<file path="config.mk">
export PLATFORM = sky130hd
export DESIGN_NAME = bcd_display_scan
export DESIGN_NICKNAME = d
export VERILOG_FILES = /design/src/rtl/bcd_display_scan.sv
export SDC_FILE = /design/constraint.sdc
export NUM_CORES = 1
export LEC_CHECK = 0
export BUFFER_PORTS_ARGS = -buffer_cell sky130_fd_sc_hd__buf_2
export CORE_MARGIN = 2
export CORE_UTILIZATION = 25
export DETAILED_ROUTE_END_ITERATION = 10
export PLACE_DENSITY_LB_ADDON = 0.15
export SLEW_MARGIN = 20
export SYNTH_ARGS = -nofsm -noshare
export SYNTH_HDL_FRONTEND = slang
export SYNTH_SLANG_ARGS = --single-unit
</file>
<file path="constraint.sdc">
create_clock -name clk -period 2.2 [get_ports clk]
set_input_delay 0.66 -clock clk [delete_from_list [all_inputs] [get_ports clk]]
set_output_delay 0.66 -clock clk [all_outputs]
set_load 0.05 [all_outputs]
</file>
<file path="src/rtl/bcd_display_scan.sv">
// Four-digit multiplexed BCD display driver: frame-synchronous double buffer,
// leading-zero blanking and registered active-low segment/anode outputs.
module bcd_display_scan #(
  parameter int REFRESH_DIV = 50000
) (
  input  logic        clk,
  input  logic        reset_n,
  input  logic [15:0] bcd_in,
  input  logic        load,
  input  logic        blank_lz,
  output logic [6:0]  seg_n,
  output logic [3:0]  an_n,
  output logic        frame_done
);

  localparam int              CW       = $clog2(REFRESH_DIV);
  localparam logic [CW-1:0]   DIV_LAST = CW'(REFRESH_DIV - 1);

  logic [CW-1:0] presc_q, presc_d;
  logic [1:0]    idx_q, idx_d;
  logic [15:0]   shadow_q, shadow_d;
  logic [15:0]   display_q, display_d;
  logic          pending_q, pending_d;
  logic [6:0]    seg_q, seg_d;
  logic [3:0]    an_q, an_d;
  logic          frame_done_q;

  logic          tick;
  logic          boundary;
  logic [3:0]    nibble;
  logic [3:0]    lead_zero;
  logic          blank_digit;

  function automatic logic [6:0] seg_decode(input logic [3:0] n);
    case (n)
      4'd0:    seg_decode = 7'h40;
      4'd1:    seg_decode = 7'h79;
      4'd2:    seg_decode = 7'h24;
      4'd3:    seg_decode = 7'h30;
      4'd4:    seg_decode = 7'h19;
      4'd5:    seg_decode = 7'h12;
      4'd6:    seg_decode = 7'h02;
      4'd7:    seg_decode = 7'h78;
      4'd8:    seg_decode = 7'h00;
      4'd9:    seg_decode = 7'h10;
      default: seg_decode = 7'h3F;  // non-BCD nibble shows a dash
    endcase
  endfunction

  always_comb begin
    // NOTE: every signal gets a default first so no path leaves it unassigned (no latches).
    tick      = (presc_q == DIV_LAST);
    boundary  = tick && (idx_q == 2'd3);
    presc_d   = tick ? '0 : presc_q + 1'b1;
    idx_d     = tick ? idx_q + 2'd1 : idx_q;
    shadow_d  = shadow_q;
    display_d = display_q;
    pending_d = pending_q;

    // A load on the boundary bypasses the shadow so it is not lost for a frame.
    if (load) begin
      shadow_d  = bcd_in;
      pending_d = !boundary;
      if (boundary) display_d = bcd_in;
    end else if (boundary && pending_q) begin
      display_d = shadow_q;
      pending_d = 1'b0;
    end

    // lead_zero[k]: display nibbles k..3 are all zero; digit 0 is never blanked.
    lead_zero[3] = (display_q[15:12] == 4'd0);
    lead_zero[2] = lead_zero[3] && (display_q[11:8] == 4'd0);
    lead_zero[1] = lead_zero[2] && (display_q[7:4] == 4'd0);
    lead_zero[0] = 1'b0;

    nibble      = display_q[{idx_q, 2'b00} +: 4];
    blank_digit = blank_lz && lead_zero[idx_q];
    seg_d       = blank_digit ? 7'h7F : seg_decode(nibble);
    an_d        = blank_digit ? 4'hF  : ~(4'b0001 << idx_q);
  end

  // NOTE: sequential state uses non-blocking assignments so all registers update together.
  always_ff @(posedge clk or negedge reset_n) begin
    if (!reset_n) begin
      presc_q      <= '0;
      idx_q        <= 2'd0;
      shadow_q     <= 16'h0000;
      display_q    <= 16'h0000;
      pending_q    <= 1'b0;
      seg_q        <= 7'h7F;
      an_q         <= 4'hF;
      frame_done_q <= 1'b0;
    end else begin
      presc_q      <= presc_d;
      idx_q        <= idx_d;
      shadow_q     <= shadow_d;
      display_q    <= display_d;
      pending_q    <= pending_d;
      seg_q        <= seg_d;
      an_q         <= an_d;
      frame_done_q <= boundary;
    end
  end

  assign seg_n      = seg_q;
  assign an_n       = an_q;
  assign frame_done = frame_done_q;

endmodule
</file>
==> run metrics <==
final setup fails=0; total power=approximately 2.8 mW; drt drc=0; All-Layer GR Usage=10.3%; clk_lat worst skew=0.33 ns; Fill cells=around 1.2k; WL per Instance=about 14 um; postcts setup bufs=0; Post-Syn Nets=245; Max Freq=0.506 GHz; antenna viol nets, final=0; share of layout cells above drive strength 1=between 40% and 50%; Max Cap Viol=0; GP Congestion=between 0.7 and 0.8; Final Hold Vio Count=0; initial antenna violation count=0; gr ovfl total=0; Setup Skew=0.00954 ns; Final Max Slew Viols=0; H-tree levels=3; clock root buffer=clkbuf_16; Synth Area in Simple Gates=a little under an eighth; Die H=111 um; CTS Hold Bufs=0; worst-margin pin slew=around 0.42 ns; HPWL after detailed placement=between 3 and 4 mm; ANT cells=0; final hold slack=between 0.2 and 0.3 ns; Max VDD drop=~0.00036 V; RSZ-0062 raised after global routing=no; Final Cycle Share=between 80 and 90%; first-pass GRT wire length=9.94 mm; drt first pass iters=3; Core ar.=between 10000 and 15000 sq um; largest family of logic cells by synthesized area=multiplexers; HP Class=input port to asynchronous set/reset pin; Tmin final=1.98 ns; worst-path cell chain=mux4_1 -> or2_0 -> a32oi_2 -> o21ai_0; Synth Area in XOR/XNOR=under 10%; Ys Warns=0; I/O Pins=32; Via-to-Cell Ratio=~4.3; die area=between 10000 and 15000 sq um; Synth Area in Compound Gates=under 10%; nets=287; clk slew on worst S/H paths=~0.06 ns; Synth Area in Adders=4.35%; Final Util=31.2%; Vias=around 1.7k; Row Count=39; Final TNS setup=0 ns; Area after DPL=between 3000 and 4000 sq um; Arr. time, crit path=~2.2 ns; I/O Buffers=31; Setup CP Type=flop to flop; gate count of the mapped netlist=about 220; Seq/Total Area, Yosys=~55%; Starting Density=between 20% and 30%; Leak Pwr=between 1.5 and 2 nW; post-synthesis mux area share=19.4%; power density cells=approximately 800 nW/um^2; critical path launch point type=flop; crit path buf inv count=0; synth unique cells=41; Netlist Area Pre-Place=roughly 2900 sq um; run status=completed; CTS Buf Count=9; TritonCTS clock tree=yes; CP max FO=5; routed wire length=between 5 and 6 mm; area grow syn2layout=22.8%; die width=between 100 and 150 um; Crit-path slowest cell=mux4_1; Longest Clk Path Bufs=2; relative slew slack=72.0%; largest stage delay on the critical path=slightly below 0.7 ns; Finished Cell Area=3540 sq um; syn avg cell area=around 13 sq um; vias in the first global route=~1.9k; largest net degree at the start of global routing=50; Top delay family on crit path=multiplexers; Crit path required time=~2.4 ns; 1st-iter DRT viols=59; CTS Sinks=63; PostCTS Resize Cnt=0; #FFs+latches synth=63; crit path capture type=flop
==> flip-flops by register name (all words and copies together) (netlist names) <==
register    flops
pending_q       1
seg_n           7
presc_q        16
display_q      16
idx_q           2
frame_done      1
shadow_q       16
an_n            4
==> where the power goes <==
| group | total [mW] | switching [mW] | internal [mW] | leakage (nW) |
|---|---|---|---|---|
| sequential | 1.20 | 0.00647 | 1.19 | 0.780 |
| combinational | 0.0976 | 0.0519 | 0.0457 | 0.695 |
| clock | 1.53 | 0.510 | 1.02 | 0.156 |
| total | 2.83 | 0.568 | 2.26 | 1.63 |
==> cells by family (layout without fill, tap and decap cells) <==
logic type	count (synthesis)	after routing
multiplexers	42	42
AO/OA/AOI/OAI	18	18
adder cells (fa/ha/maj)	10	10
buffers and inverters	15	62
XOR/XNOR	8	8
AND/OR/NAND/NOR	59	59
flip-flops	63	63
==> layer usage <==
metal | part of all wire (%) | global-route usage, % | vias to the layer above
met1 | 51 | 14.6 | 836
met4 | 1.8 | 4.44 | 0
met2 | 43 | 14.3 | 30
met3 | 4.1 | 3.44 | 9
li1 | - | - | 847
met5 | 0 | 0 | -
==> placed cells by master, fill, tap and decap left out, types with 3 or more instances in the layout <==
master,instances
mux2i_1,4
nand2_1,19
dfstp_2,11
a21oi_1,3
buf_2,31
xnor2_1,6
nor3_1,5
mux4_1,3
o21ai_0,7
ha_1,10
dfrtp_1,52
nand3_1,7
buf_4,6
inv_1,8
clkbuf_16,9
and3_1,3
mux2_4,9
nor2_1,10
mux2_2,25
==> final cells by class <==
cell class / count / area [sq um] / area share [%]
Clock buffer: 11 / 243 / 6.86
Clock inverter: 5 / 81.3 / 2.30
Tap cell: 143 / 179 / 5.06
Inverter: 8 / 30.0 / 0.849
Sequential cell: 63 / 1590 / 45.0
Timing Repair Buffer: 38 / 220 / 6.23
Multi-Input combinational cell: 137 / 1190 / 33.7
==> worst paths after layout <==
| kind | start | endpoint | slack, ns | depth (start not counted) |
|---|---|---|---|---|
| hold reg to reg | presc_q[15] | presc_q[15] | 0.48 | 1 |
| setup / recovery | idx_q[0] | seg_n[3] | 0.22 | 4 |
| max in group asynchronous | reset_n | an_n[2] | 1.28 | 2 |
| hold / removal | reset_n | presc_q[12] | 0.26 | 1 |
| setup reg to reg | idx_q[0] | seg_n[3] | 0.22 | 4 |
| min in group clk | presc_q[15] | presc_q[15] | 0.48 | 1 |
==> cells in the mapped netlist <==
master	instances	area share, %
dfrtp_1	52	45
mux2_2	25	9.8
nand2_1	19	2.5
dfstp_2	11	10
ha_1	10	4.3
nor2_1	10	1.3
mux2_4	9	4.7
inv_1	8	1.0
nand3_1	7	1.2
o21ai_0	7	1.2
xnor2_1	6	1.8
nor3_1	5	0.87
mux2i_1	4	1.4
a21oi_1	3	0.52
and3_1	3	0.65
buf_6	3	1.2
mux4_1	3	2.7
and2_1	2	0.43
and4bb_2	2	0.87
clkbuf_1	2	0.26
nor4_1	2	0.43
o21ai_1	2	0.35
xor2_1	2	0.61
a31o_2	1	0.30
a31oi_1	1	0.22
a32oi_2	1	0.57
and2_2	1	0.26
and4_2	1	0.35
buf_12	1	0.70
buf_2	1	0.17
mux4_2	1	0.78
nand2b_1	1	0.22
nand4_2	1	0.43
nor4b_4	1	0.83
o211ai_1	1	0.26
o21a_1	1	0.26
o22a_1	1	0.30
or2_0	1	0.22
or2_1	1	0.22
or3_1	1	0.22
or4_1	1	0.26
==> per-stage QoR <==
step | worst slack [ns] | std cells
2_1_floorplan | 0.143 | 215
3_3_place_gp | 0.191 | 389
3_5_place_dp | 0.173 | 389
4_1_cts | 0.187 | 405
5_1_grt | 0.0684 | 405
6_report | 0.223 | 405
Power figures use the tool's default switching activity.
